--- src/rtl/bcd_counter_pkg.sv ---
// Shared types, digit constants and the load clamp for the BCD counter.
package bcd_counter_pkg;

  typedef enum logic {
    STOP = 1'b0,
    RUN  = 1'b1
  } state_e;

  localparam int         BCD_W   = 4;
  localparam logic [3:0] BCD_MAX = 4'd9;

  // Preset nibbles outside 0..9 would break the carry chain, so pin them to 9.
  function automatic logic [BCD_W-1:0] clamp_nibble(input logic [BCD_W-1:0] nib);
    return (nib > BCD_MAX) ? BCD_MAX : nib;
  endfunction

endpackage

--- src/rtl/bcd_counter_ctrl_digit.sv ---
// One BCD digit: combinational increment/decrement with carry/borrow ripple.
import bcd_counter_pkg::*;

module bcd_digit (
  input  logic [BCD_W-1:0] value,
  input  logic             dir,
  input  logic             cin,
  output logic [BCD_W-1:0] next_val,
  output logic             cout
);

  always_comb begin
    next_val = value;
    cout     = 1'b0;
    if (cin) begin
      if (!dir) begin
        if (value >= BCD_MAX) begin
          next_val = '0;
          cout     = 1'b1;
        end else begin
          next_val = value + BCD_W'(1);
        end
      end else begin
        if (value == '0) begin
          next_val = BCD_MAX;
          cout     = 1'b1;
        end else begin
          next_val = value - BCD_W'(1);
        end
      end
    end
  end

endmodule

--- src/rtl/bcd_counter_ctrl.sv ---
// N-digit BCD up/down counter with pulse-toggled run/stop and direction,
// built-in tick divider, clear, clamped parallel load and wrap pulse.
//
//   state | meaning
//   ------+-----------------------------------------------
//   STOP  | divider frozen (phase kept), count holds
//   RUN   | divider advances, count steps on terminal count
import bcd_counter_pkg::*;

module bcd_counter_ctrl #(
  parameter int DIGITS   = 4,
  parameter int TICK_DIV = 10_000_000
) (
  input  logic                    clk,
  input  logic                    rst,
  input  logic                    i_run,
  input  logic                    i_clear,
  input  logic                    i_mode,
  input  logic                    i_load,
  input  logic [BCD_W*DIGITS-1:0] i_load_val,
  output logic [BCD_W*DIGITS-1:0] o_bcd,
  output logic                    o_run,
  output logic                    o_mode,
  output logic                    o_wrap
);

  localparam int               W        = BCD_W * DIGITS;
  localparam int               DIV_W    = (TICK_DIV > 1) ? $clog2(TICK_DIV) : 1;
  localparam logic [DIV_W-1:0] DIV_LAST = DIV_W'(TICK_DIV - 1);

  state_e           state_q, state_d;
  logic [DIV_W-1:0] div_q;
  logic [W-1:0]     bcd_q;
  logic [W-1:0]     bcd_step;
  logic [W-1:0]     load_clamped;
  logic [DIGITS:0]  chain;
  logic             mode_q;
  logic             wrap_q;
  logic             tick;

  assign tick     = (state_q == RUN) && (div_q == DIV_LAST);
  assign chain[0] = 1'b1;

  for (genvar g = 0; g < DIGITS; g++) begin : g_digit
    bcd_digit u_digit (
      .value    (bcd_q[g*BCD_W +: BCD_W]),
      .dir      (mode_q),
      .cin      (chain[g]),
      .next_val (bcd_step[g*BCD_W +: BCD_W]),
      .cout     (chain[g+1])
    );
    assign load_clamped[g*BCD_W +: BCD_W] = clamp_nibble(i_load_val[g*BCD_W +: BCD_W]);
  end

  always_ff @(posedge clk or posedge rst) begin
    if (rst) begin
      state_q <= STOP;
    end else begin
      state_q <= state_d;
    end
  end

  always_comb begin
    state_d = state_q;
    if (i_clear) begin
      state_d = STOP;
    end else if (i_run) begin
      state_d = (state_q == RUN) ? STOP : RUN;
    end
  end

  // The step always uses the registered direction, so a mode pulse on a
  // tick cycle only affects the following tick.
  always_ff @(posedge clk or posedge rst) begin
    if (rst) begin
      div_q  <= '0;
      bcd_q  <= '0;
      mode_q <= 1'b0;
      wrap_q <= 1'b0;
    end else begin
      wrap_q <= 1'b0;
      mode_q <= mode_q ^ i_mode;
      if (i_clear) begin
        bcd_q <= '0;
        div_q <= '0;
      end else if (i_load) begin
        bcd_q <= load_clamped;
        div_q <= '0;
      end else if (tick) begin
        bcd_q  <= bcd_step;
        div_q  <= '0;
        wrap_q <= chain[DIGITS];
      end else if (state_q == RUN) begin
        div_q <= div_q + DIV_W'(1);
      end
    end
  end

  assign o_bcd  = bcd_q;
  assign o_run  = (state_q == RUN);
  assign o_mode = mode_q;
  assign o_wrap = wrap_q;

endmodule

--- config.mk ---
export PLATFORM = sky130hd
export DESIGN_NAME = bcd_counter_ctrl
export DESIGN_NICKNAME = d
export VERILOG_FILES = /design/src/rtl/bcd_counter_pkg.sv /design/src/rtl/bcd_counter_ctrl_digit.sv /design/src/rtl/bcd_counter_ctrl.sv
export SDC_FILE = /design/constraint.sdc
export NUM_CORES = 1
export LEC_CHECK = 0
export CAP_MARGIN = 20
export CORE_MARGIN = 1.5
export CORE_UTILIZATION = 51
export CTS_BUF_LIST = sky130_fd_sc_hd__clkbuf_8 sky130_fd_sc_hd__clkbuf_16
export DETAILED_ROUTE_END_ITERATION = 8
export PLACE_DENSITY = 0.77
export SLEW_MARGIN = 20
export SYNTH_ARGS = -nofsm -noshare
export SYNTH_HDL_FRONTEND = slang
export SYNTH_SLANG_ARGS = --single-unit
--- constraint.sdc ---
create_clock -name clk -period 2.47 [get_ports clk]
set_clock_uncertainty 0.05 [all_clocks]
set_input_delay 0.6175 -clock clk [delete_from_list [all_inputs] [get_ports clk]]
set_output_delay 0.6175 -clock clk [all_outputs]
set_load 0.01 [all_outputs]
After elaboration in Yosys (flattened, before gate mapping)
Index checks and enable logic that the tools add are counted. W data, S select, Z words.

Register bits: 43. Input bits: 22. Logic and storage cells: 88.

$add $sub $neg: 9. $lt $le $gt $ge: 8. Equal/unequal tests: 1. Multiplexer cells: 47. Bitwise logic cells: 1. Reductions and logical operators: 14.

Operators with widths (count): $mux W24 (4); $mux W4 (19); $mux W16 (3); $add A24 B1 Y24 const B (1); $eq A24 B24 Y1 const B (1); $mux W1 (21); $add A4 B1 Y4 const B (4); $ge A4 B4 Y1 const B (4); $gt A4 B4 Y1 const B (4); $logic_not A4 Y1 (4); $sub A4 B1 Y4 const B (4); $reduce_bool A3 Y1 (4); $reduce_and A2 Y1 (3); $reduce_bool A4 Y1 (1); $reduce_bool A2 Y1 (1); $logic_and A1 B1 Y1 (1); $xor A1 B1 Y1 (1).

Logic depth before layout (Yosys ltp)
Gate-level depths: netlist (run 1).

Depth after elaboration: 9. Mapped depth: 8. Gate-level depth less buffers: 7.

Cells and area by module
Synthesis (run 1) repeated with hierarchy kept, for this count alone.

Cell total of the unflattened synthesis: 411. Area total of the unflattened synthesis: 3544.6 µm².

Modules (own cells, without submodules): bcd_counter_ctrl (instances 1, cells each 235, area an instance 2303.5 µm², sequential area each 1076.0 µm²); bcd_digit (instances 4, cells each 44, area an instance 310.3 µm², sequential area each 0.0 µm²).

Worst setup path after synthesis (run 1)
No wires, ideal clock.

Kind: flip-flop to flip-flop. Start point: register div_q[11]. End point: register bcd_q[13] (netlist: o_bcd[13]). Arrival time: 2.384 ns. Path slack: -0.089 ns. Stages on the path, launching flop included: 6. Path buffers: 0. Cell sequence: dfrtp_1 or4b_4 or4_4 nor4_4 a31oi_4 mux2_4.

Longest elaborated chain between the ends: 4.

RTL lines: start, declared (RTL line bcd_counter_ctrl.sv:32) `logic [DIV_W-1:0] div_q;`; start signal, assigned (RTL line bcd_counter_ctrl.sv:94) `div_q <= div_q + DIV_W'(1);`; $eq A24 B24 Y1 (RTL line bcd_counter_ctrl.sv:41) `assign tick = (state_q == RUN) && (div_q == DIV_LAST);`; $logic_and A1 B1 Y1 (RTL line bcd_counter_ctrl.sv:41); $reduce_bool A3 Y1 (no source line); $reduce_and A2 Y1 (no source line); end signal, assigned (RTL line bcd_counter_ctrl.sv:87) `bcd_q <= load_clamped;`; end signal, assigned (RTL line bcd_counter_ctrl.sv:90) `bcd_q <= bcd_step;`; end, declared (RTL line bcd_counter_ctrl.sv:33) `logic [W-1:0] bcd_q;`.

Every way passes these cells. A chain may end at the register's enable or synchronous reset.

Worst setup path after layout (run 1)
Start point: register div_q[13]. End point: register bcd_q[3] (netlist: o_bcd[3]).

Longest elaborated chain between the ends: 3.

RTL lines (RTL line): $eq A24 B24 Y1 (bcd_counter_ctrl.sv:41); $logic_and A1 B1 Y1 (bcd_counter_ctrl.sv:41); $reduce_bool A3 Y1 (no source line).

Every way passes these cells.

==> results.cfg, run 1 <==
[die]
initial_utilization = 0.529
die_height_um = 81.6
placement_rows = 28
die_area_um2 = 6660
die_width_um = 81.6
io_count = 41
placeableCoreArea_um2 = 5960

[worst_setup_path]
worst_path_max_delay_cell = sky130_fd_sc_hd__or4b_4
cp_slowest_stage_delay_ns = 0.54
endpoint_kind = register
start_to_end_type_of_the_worst_setup_path = register to register
critical_path_cell_sequence = or4b_4 -> or4_4 -> nor4_4 -> buf_4 -> mux2i_1 -> o21ai_1
worst_setup_path_start_kind = register
critical-path-top-delay-family = simple AND/OR/NAND/NOR gates
worstPathArrival_ns = 2.51
worst-endpoint-required_ns = 2.60
critical_path_peak_fanout = 4
critical_path_depth = 6
critical_path_buf_inv_count = 1
r2r.worst_path.cells = 6

[synth]
synth_cell_type_count = 66
post_synth_xor_area_fraction = 0.0695
yosys_warnings = 0
synth.ff_latch_count = 43
post-synth-top-area-cell = sky130_fd_sc_hd__dfrtp_1
synth_compound_gate_area_share = 0.157
synth_area_um2 = 3150
synth_async_sr_flop_share = 1.00
mappedNetlistNets = 393
synth_enable_flop_cells = 0
synthSimpleGateAreaFrac = 0.283
synth.top_cell.area_share = 0.342
yosys_most_used_dff = sky130_fd_sc_hd__dfrtp_1
synth.yosys.seq_area_share = 0.342
synth.top_cells.by_count = sky130_fd_sc_hd__dfrtp_1, sky130_fd_sc_hd__nor2_1, sky130_fd_sc_hd__xor2_1
largest_family_of_logic_cells_by_synthesized_area = simple AND/OR/NAND/NOR gates
fraction_of_synthesized_area_in_multiplexers = 0.0346
synth_adder_area_share = 0.0556
synth_most_common_cell = sky130_fd_sc_hd__dfrtp_1
synth_area_leaders = sky130_fd_sc_hd__dfrtp_1, sky130_fd_sc_hd__xor2_1, sky130_fd_sc_hd__ha_1
avgSynthCellArea_um2 = 8.82
synthCells = 357

[placed_design]
place.port_buffers = 40
dp.final_hpwl_mm = 5.39
pre_cts_ws_ns = -0.340
globalplace.congestion = 0.835

[grt]
grt_start_max_net_pins = 44
grt_overflow_total = 0
grt_pass1_wl_mm = 12.8
number_of_global_route_vias_before_repair = 2736
grt_antenna_before_repair = 0
gr-usage-all-layers = 0.246

[power_and_ir_drop]
clock_network_power_share = 0.268
p_comb_frac = 0.378
power.static_leakage_nw = 1.63
cell_pwr_density_nw_per_um2 = 621
ir_drop_v = 0.000421
post-layout-total-power_mw = 2.43
power.share.switching = 0.335
switchingPower_mw = 0.813
intPower_mw = 1.61
power.share.sequential = 0.354

[flow_run]
drv_cap = 0

[clock_network]
cts-root-buf = sky130_fd_sc_hd__clkbuf_8
clock_transition_at_the_register_clock_pins_on_the_worst_setup_and_hold_paths_after_cts_ns = 0.08
cts_max_level = 2
clk_path_buf_depth = 2
number_of_buffers_inserted_by_post_cts_setup_repair = 0
worstSkewPairLatency_ns = 0.30
total_clock_buffers_created_by_cts = 5
tritoncts_num_sinks = 43
tritoncts = built

[sta]
worst_slew_margin_rel = 0.562
transition_time_of_the_tightest_slew_check_pin_ns = 0.654
final.min_clock_period_ns = 2.37
post-route-period-util = 0.961
report.final.setup_viol = 0
rsz0062_at_grt = yes
postLayoutSetupSlackWorst_ns = 0.0976
fmaxAchievable_ghz = 0.422
drv_slew = 0
worst_hold_slack_ns = 0.495
hold_viol_final = 0

[run_status]
status = complete, no violations

[detailed_routing]
num_vias = 2877
detailedRoute.firstIterationViolations = 171
ant_nets = 0
post_drt_wl_per_cell_um = 15.7
detailedRoute.firstPassIterationCount = 4
avgViaCountPerCell = 5.90
residual_drc_count = 0
wirelength_routed_mm = 7.67

[layout]
finalNetCount = 448
syn_to_final_growth_pct = 24.0
area.sequential_um2 = 1080
share_of_post_route_cells_with_drive_strength_above_1 = 0.138
fill_count = 501
multi_input_area_um2 = 1900
antennaDiodeCount = 0

[worst_hold_path]
hold_path_depth = 2
timing.hold.worst.class = register to register
## per-stage QoR
| stage | instances | area, µm² | TNS, ns | util |
|---|---|---|---|---|
| floorplan | 357 | 3150 | 0 | - |
| global placement | 480 | 3760 | -2.23 | 0.631 |
| detailed placement | 480 | 3760 | -2.83 | 0.631 |
| CTS | 488 | 3890 | 0 | 0.654 |
| global route | 488 | 3910 | -0.00159 | 0.656 |
| finish | 488 | 3910 | 0 | 0.656 |
## cell type report
cell class / instances / share of cell area
Sequential cell: 43 / 0.276
Inverter: 21 / 0.0202
Multi-Input combinational cell: 275 / 0.487
Clock buffer: 5 / 0.0176
Tap cell: 75 / 0.0240
Timing Repair Buffer: 66 / 0.159
Clock inverter: 3 / 0.0163
## cell families (layout without fill, tap and decap cells)
| logic type | after synthesis | after routing |
|---|---|---|
| adders and majority gates | 14 | 14 |
| and+or+nand+nor | 154 | 154 |
| muxes | 9 | 9 |
| DFF | 43 | 43 |
| xor gates and xnor gates | 25 | 25 |
| AOI/OAI and AO/OA | 73 | 73 |
| buffers and inverters | 39 | 95 |
## power groups by stage
stage / registers, mW / clock network, mW / logic [mW]
after detailed placement: 0.869 / 0 / 0.899
after floorplan: 0.849 / 0 / 0.593
after global routing: 0.871 / 0.677 / 1.01
after global placement: 0.865 / 0 / 0.880
after CTS: 0.855 / 0.655 / 0.909
final: 0.858 / 0.651 / 0.917
## repair_timing
item | CTS | global route
endpoints found under the setup margin | 5 | 9
resized for setup | 1 | 5
hold buffers | 0 | 0
pin swaps | 0 | 2
## registers in the layout, indices dropped and copies added (netlist names)
name	flops
div_q	24
o_bcd	16
o_mode	1
o_run	1
o_wrap	1
## layer usage
| layer | global-route usage | part of all wire | vias up |
|---|---|---|---|
| met2 | 0.410 | 0.47 | 80 |
| met3 | 0.0322 | 0.044 | 13 |
| met1 | 0.336 | 0.47 | 1395 |
| met5 | 0 | 0 | - |
| met4 | 0.0678 | 0.014 | 0 |
| li1 | - | - | 1389 |
## worst min-delay path, stage by stage (launching register included)
cell and delay, ns:
sky130_fd_sc_hd__dfrtp_1 0.37, sky130_fd_sc_hd__xor2_1 0.07, sky130_fd_sc_hd__nor2_1 0.07
## cells in the final DEF, fill, tap and decap left out, types with 3 or more instances in the layout
cell,Yosys,routed
sky130_fd_sc_hd__a21oi_1,16,16
sky130_fd_sc_hd__or3b_2,4,4
sky130_fd_sc_hd__nor4b_1,4,4
sky130_fd_sc_hd__inv_1,19,20
sky130_fd_sc_hd__ha_1,14,13
sky130_fd_sc_hd__xor2_1,21,21
sky130_fd_sc_hd__clkbuf_8,2,5
sky130_fd_sc_hd__and3_1,4,4
sky130_fd_sc_hd__nand4_1,8,8
sky130_fd_sc_hd__nand2_1,19,19
sky130_fd_sc_hd__nor2_1,36,36
sky130_fd_sc_hd__a21o_1,3,3
sky130_fd_sc_hd__nand2b_1,13,13
sky130_fd_sc_hd__o31ai_1,6,6
sky130_fd_sc_hd__mux2i_1,6,6
sky130_fd_sc_hd__nor3_1,10,10
sky130_fd_sc_hd__nand3_1,16,16
sky130_fd_sc_hd__o21bai_1,3,3
sky130_fd_sc_hd__buf_4,3,24
sky130_fd_sc_hd__clkdlybuf4s50_1,0,40
sky130_fd_sc_hd__nor4_1,4,4
sky130_fd_sc_hd__nor3b_1,6,5
sky130_fd_sc_hd__nand3b_1,5,5
sky130_fd_sc_hd__xnor2_1,4,4
sky130_fd_sc_hd__o21ai_0,16,15
sky130_fd_sc_hd__a31oi_1,5,5
sky130_fd_sc_hd__or3_1,3,3
sky130_fd_sc_hd__nor2b_1,4,4
sky130_fd_sc_hd__a211oi_1,4,4
sky130_fd_sc_hd__dfrtp_1,43,42
sky130_fd_sc_hd__o21a_1,3,3
## final timing paths
check | start | endpoint | slack (ns)
hold reg to reg | div_q[23]$_DFFE_PP0P_ | div_q[23]$_DFFE_PP0P_ | 0.50
setup / recovery | div_q[13]$_DFFE_PP0P_ | o_bcd[3]$_DFFE_PP0P_ | 0.1
min in group asynchronous | rst | div_q[14]$_DFFE_PP0P_ | 0.62
hold / removal | div_q[23]$_DFFE_PP0P_ | div_q[23]$_DFFE_PP0P_ | 0.50
max in group asynchronous | rst | o_bcd[0]$_DFFE_PP0P_ | 1.52
setup reg to reg | div_q[13]$_DFFE_PP0P_ | o_bcd[3]$_DFFE_PP0P_ | 0.1
No activity file was read; power rests on OpenSTA's default activity.
==> run 2: changes to the inputs <==
Clock period 2.47 ns to 2 ns, I/O delays scaled along.
==> run 2 against run 1 <==
The run now ends with setup timing left; power is 33% higher; combinational power is 68% higher; worst setup slack worse by 0.47 ns; die area unchanged; register-to-register slack worse by 0.47 ns; utilization up 10 points.
==> results.cfg, run 2 (synthesis results as in run 1) <==
[power_and_ir_drop]
power.static_leakage_nw = 1.93
cell_pwr_density_nw_per_um2 = 713
ir_drop_v = 0.000644

[grt]
grt_start_max_net_pins = 44
grt_overflow_total = 0
grt_antenna_before_repair = 0
grt_pass1_wl_mm = 14.0
number_of_global_route_vias_before_repair = 3066
gr-usage-all-layers = 0.274

[clock_network]
worstSkewPairLatency_ns = 0.31
cts_hold_repair_buffers = 0
cts_max_level = 2
clk_path_buf_depth = 2
cts-root-buf = sky130_fd_sc_hd__clkbuf_8
tritoncts_num_sinks = 43
tritoncts = built
total_clock_buffers_created_by_cts = 5
clock_transition_at_the_register_clock_pins_on_the_worst_setup_and_hold_paths_after_cts_ns = 0.09

[sta]
final.min_clock_period_ns = 2.37
setup_tns_ns = -11.69
report.final.setup_viol = 40
fmaxAchievable_ghz = 0.422
postLayoutSetupSlackWorst_ns = -0.368
hold_viol_final = 0
post-route-period-util = 1.18
drv_slew = 0
transition_time_of_the_tightest_slew_check_pin_ns = 0.640
worst_slew_margin_rel = 0.572
rsz0062_at_grt = yes

[layout]
finish.utilization = 0.761
register_bank_with_the_most_flops = div_q
finalNetCount = 500
antennaDiodeCount = 0
finalNonFillerCells = 540
syn_to_final_growth_pct = 43.8
final_cell_mix = sky130_fd_sc_hd__buf_4, sky130_fd_sc_hd__dfrtp_1, sky130_fd_sc_hd__clkdlybuf4s50_1
share_of_post_route_cells_with_drive_strength_above_1 = 0.318
largest_register_ffs = 24
final_common_cell = sky130_fd_sc_hd__buf_4

[worst_setup_path]
r2r.worst_path.cells = 7
worst_setup_path_start_kind = register
critical_path_peak_fanout = 6
regToRegEndpoint = div_q[13]$_DFFE_PP0P_
start_to_end_type_of_the_worst_setup_path = register to register
reg2reg_from = div_q[16]$_DFFE_PP0P_
reg2reg_slack_ns = -0.37
worst-endpoint-required_ns = 2.15
worstPathArrival_ns = 2.52
endpoint_kind = register

[detailed_routing]
post_drt_wl_per_cell_um = 17.4
num_vias = 3196
avgViaCountPerCell = 5.92
residual_drc_count = 0
wirelength_routed_mm = 9.40
ant_nets = 0
detailedRoute.firstIterationViolations = 215
detailedRoute.firstPassIterationCount = 5

[die]
die_area_um2 = 6660
initial_utilization = 0.529
die_height_um = 81.6
io_count = 41
placeableCoreArea_um2 = 5960
placement_rows = 28
die_width_um = 81.6

[placed_design]
place.port_buffers = 40
dp.final_hpwl_mm = 6.02
post-place-cells = 520
globalplace.congestion = 0.910

[worst_hold_path]
timing.hold.worst.class = input pin to asynchronous set/reset pin

[run_status]
status = complete, but fails checks
violated_checks = setup timing

[flow_run]
drv_cap = 0
-- run 2: worst max-delay path: stages (launching register included) --
cell	delay, ns
sky130_fd_sc_hd__dfrtp_1	0.39
sky130_fd_sc_hd__or4bb_1	0.54
sky130_fd_sc_hd__or4_4	0.53
sky130_fd_sc_hd__nor4_4	0.17
sky130_fd_sc_hd__buf_6	0.17
sky130_fd_sc_hd__or2_4	0.20
sky130_fd_sc_hd__clkbuf_16	0.18
sky130_fd_sc_hd__nor2_4	0.04
-- run 2: where the power goes --
part           switching [mW]  internal (mW)  total [mW]
clock                   0.321          0.372       0.693
sequential             0.0612          0.934       0.995
combinational           0.754          0.789        1.54
-- run 2: metrics by stage --
stage                     hold slack (ns)  total power, mW  area (µm²)  setup WS [ns]
after floorplan                     0.460             1.81        3210         -0.387
after global placement              0.485             2.34        4120         -0.609
after detailed placement            0.514             2.38        4120         -0.732
after CTS                           0.522             3.16        4330         -0.357
after global routing                0.560             3.40        4530         -0.448
final                               0.507             3.23        4530         -0.368
-- run 2: layer usage --
layer / routed length, µm / GRT usage / part of all wire / vias to the layer above
met1: 4050 / 0.359 / 0.43 / 1544
li1: - / - / - / 1500
met3: 491 / 0.0456 / 0.052 / 26
met4: 170 / 0.0780 / 0.018 / 0
met2: 4690 / 0.465 / 0.50 / 126
met5: 0 / 0 / 0 / -
-- run 2: cell type report --
type,instances,area (µm²)
flip-flops and latches,43,1080
well taps,75,93.8
clock buffers,5,68.8
clock inverters,3,43.8
fillers,399,1430
repair buffers,118,1090
inverters,21,78.8
multi-input cells,275,2070
-- run 2: worst max-delay path by stage --
stage                                      from  slack, ns  depth (start not counted)               endpoint
after floorplan           div_q[16]$_DFFE_PP0P_      -0.39                          5  o_bcd[13]$_DFFE_PP0P_
after global placement                   i_load      -0.61                          6  div_q[23]$_DFFE_PP0P_
after detailed placement                 i_load      -0.73                          6  div_q[11]$_DFFE_PP0P_
after CTS                 div_q[16]$_DFFE_PP0P_      -0.36                          7   o_bcd[2]$_DFFE_PP0P_
after global routing      div_q[16]$_DFFE_PP0P_      -0.45                          7   o_bcd[3]$_DFFE_PP0P_
final                     div_q[16]$_DFFE_PP0P_      -0.37                          7  div_q[13]$_DFFE_PP0P_
-- run 2: repair_timing --
item / CTS / global route
resized for setup: 15 / 33
endpoints found under the hold margin: 0 / 0
pin swaps: 1 / 8
endpoints found under the setup margin: 42 / 42
gates cloned: 0 / 3
setup buffers: 5 / 5
==> run 3: changes to the inputs <==
Settings changed: CELL_PAD_IN_SITES_DETAIL_PLACEMENT set to 1, CELL_PAD_IN_SITES_GLOBAL_PLACEMENT set to 2, CORE_UTILIZATION 51 to 31, GPL_ROUTABILITY_DRIVEN set to 0, PLACE_DENSITY 0.77 to 0.76, SLEW_MARGIN 20 to 10.
==> run 3 against run 2 <==
The run still ends with setup timing left; largest cell class unchanged; global-route usage decreased by 7.3 points; flip-flop and latch count unchanged; final cell count rose by 13%; largest power group unchanged.
==> results.cfg, run 3 (synthesis results as in run 1) <==
[run_status]
status = complete, but fails checks
violated_checks = setup timing

[clock_network]
cts_hold_repair_buffers = 0
clock_transition_at_the_register_clock_pins_on_the_worst_setup_and_hold_paths_after_cts_ns = 0.09
worstSkewPairLatency_ns = 0.30
clk_path_buf_depth = 2
tritoncts_num_sinks = 43
cts_max_level = 2
total_clock_buffers_created_by_cts = 5
cts-root-buf = sky130_fd_sc_hd__clkbuf_8
tritoncts = built

[detailed_routing]
residual_drc_count = 0
ant_nets = 0
detailedRoute.firstIterationViolations = 107
avgViaCountPerCell = 5.21
num_vias = 3180
wirelength_routed_mm = 10.6
post_drt_wl_per_cell_um = 17.4
detailedRoute.firstPassIterationCount = 4

[layout]
antennaDiodeCount = 0
final_cell_mix = sky130_fd_sc_hd__buf_4, sky130_fd_sc_hd__dfrtp_1, sky130_fd_sc_hd__clkdlybuf4s50_1
area.sequential_um2 = 1080
finalNonFillerCells = 610
finish.utilization = 0.485
syn_to_final_growth_pct = 51.1
fill_count = 1171
register_bank_with_the_most_flops = div_q
fin_area_um2 = 4760
multi_input_area_um2 = 2140
largest_register_ffs = 24
final_common_cell = sky130_fd_sc_hd__buf_4
finalNetCount = 512
share_of_post_route_cells_with_drive_strength_above_1 = 0.356

[placed_design]
detailed_place.area_um2 = 4270
dp.final_hpwl_mm = 7.48
post-place-cells = 588
place.port_buffers = 40
pre_cts_ws_ns = -0.414

[die]
die_height_um = 104
initial_utilization = 0.321
placeableCoreArea_um2 = 9820
placement_rows = 36
io_count = 41
die_width_um = 104
die_area_um2 = 10800

[power_and_ir_drop]
intPower_mw = 2.13
cell_pwr_density_nw_per_um2 = 694
power.share.sequential = 0.300
p_comb_frac = 0.480
power.static_leakage_nw = 2.01
clock_network_power_share = 0.220
ir_drop_v = 0.000347
switchingPower_mw = 1.17
power.share.switching = 0.354

[sta]
report.final.setup_viol = 39
post-route-period-util = 1.19
hold_viol_final = 0
worst_slew_margin_rel = 0.675
transition_time_of_the_tightest_slew_check_pin_ns = 0.485
drv_slew = 0
rsz0062_at_grt = yes
postLayoutSetupSlackWorst_ns = -0.375
final.min_clock_period_ns = 2.37
setup_tns_ns = -11.72
fmaxAchievable_ghz = 0.421

[worst_hold_path]
timing.hold.worst.class = input pin to asynchronous set/reset pin

[grt]
grt_start_max_net_pins = 21
grt_pass1_wl_mm = 17.6
gr-usage-all-layers = 0.201
number_of_global_route_vias_before_repair = 3443
grt_antenna_before_repair = 0
grt_overflow_total = 0

[worst_setup_path]
worst_setup_path_start_kind = register
critical_path_cell_sequence = or4b_4 -> or4_4 -> nor4_4 -> buf_6 -> buf_6 -> mux2i_2 -> o21ai_1
critical-path-top-delay-family = simple AND/OR/NAND/NOR gates
cp_slowest_stage_delay_ns = 0.56
critical_path_buf_inv_count = 2
worstPathArrival_ns = 2.51
worst_path_max_delay_cell = sky130_fd_sc_hd__or4b_4
crit_path_frequent_cell = sky130_fd_sc_hd__buf_6
start_to_end_type_of_the_worst_setup_path = register to register
worst-endpoint-required_ns = 2.14
critical_path_peak_fanout = 6
endpoint_kind = register

[flow_run]
drv_cap = 0
[run 3: area by class of cell]
class / count / area share
Clock buffer: 6 / 0.0174
Clock inverter: 2 / 0.00736
Tap cell: 133 / 0.0350
Timing Repair Buffer: 130 / 0.247
Sequential cell: 43 / 0.227
Inverter: 21 / 0.0166
Multi-Input combinational cell: 275 / 0.449
[run 3: path summary, 6_finish.rpt]
| path | cells after the start | to | slack (ns) | start |
|---|---|---|---|---|
| worst max-delay path | 7 | o_bcd[3]$_DFFE_PP0P_ | -0.37 | div_q[14]$_DFFE_PP0P_ |
| worst min-delay path | 2 | o_bcd[7]$_DFFE_PP0P_ | 0.41 | rst |
| worst max register to register | 7 | o_bcd[3]$_DFFE_PP0P_ | -0.37 | div_q[14]$_DFFE_PP0P_ |
| worst min register to register | 2 | div_q[23]$_DFFE_PP0P_ | 0.52 | div_q[23]$_DFFE_PP0P_ |
| max in group asynchronous | 3 | div_q[16]$_DFFE_PP0P_ | 0.89 | rst |
| min in group clk | 2 | div_q[23]$_DFFE_PP0P_ | 0.52 | div_q[23]$_DFFE_PP0P_ |
[run 3: repair_timing]
item                       in CTS  in global routing
setup endpoints to repair      43                 43
cloned                          1                  1
pin swaps                       9                  5
setup buffers                   8                  4
resized for setup              34                 35
[run 3: per-stage QoR]
step | hold WS, ns | total power, mW
after floorplan | 0.460 | 1.81
final | 0.406 | 3.30
after CTS | 0.414 | 3.28
after global placement | 0.484 | 2.40
after detailed placement | 0.496 | 2.42
after global routing | 0.434 | 3.51
[run 3: power by group through the flow]
stage          clock, mW  sequential, mW  combinational [mW]
5_1_grt            0.775            1.00                1.73
6_report           0.727           0.991                1.59
3_3_place_gp           0            1.03                1.37
4_1_cts            0.744           0.994                1.54
2_1_floorplan          0            1.05               0.763
3_5_place_dp           0            1.03                1.39
[run 3: layer usage]
metal  wire (µm)  track usage  vias to the layer above
met5           0            0                        -
li1            -            -                     1519
met4         104       0.0347                        0
met2        5200        0.351                       50
met3         262       0.0233                       10
met1        5030        0.271                     1601
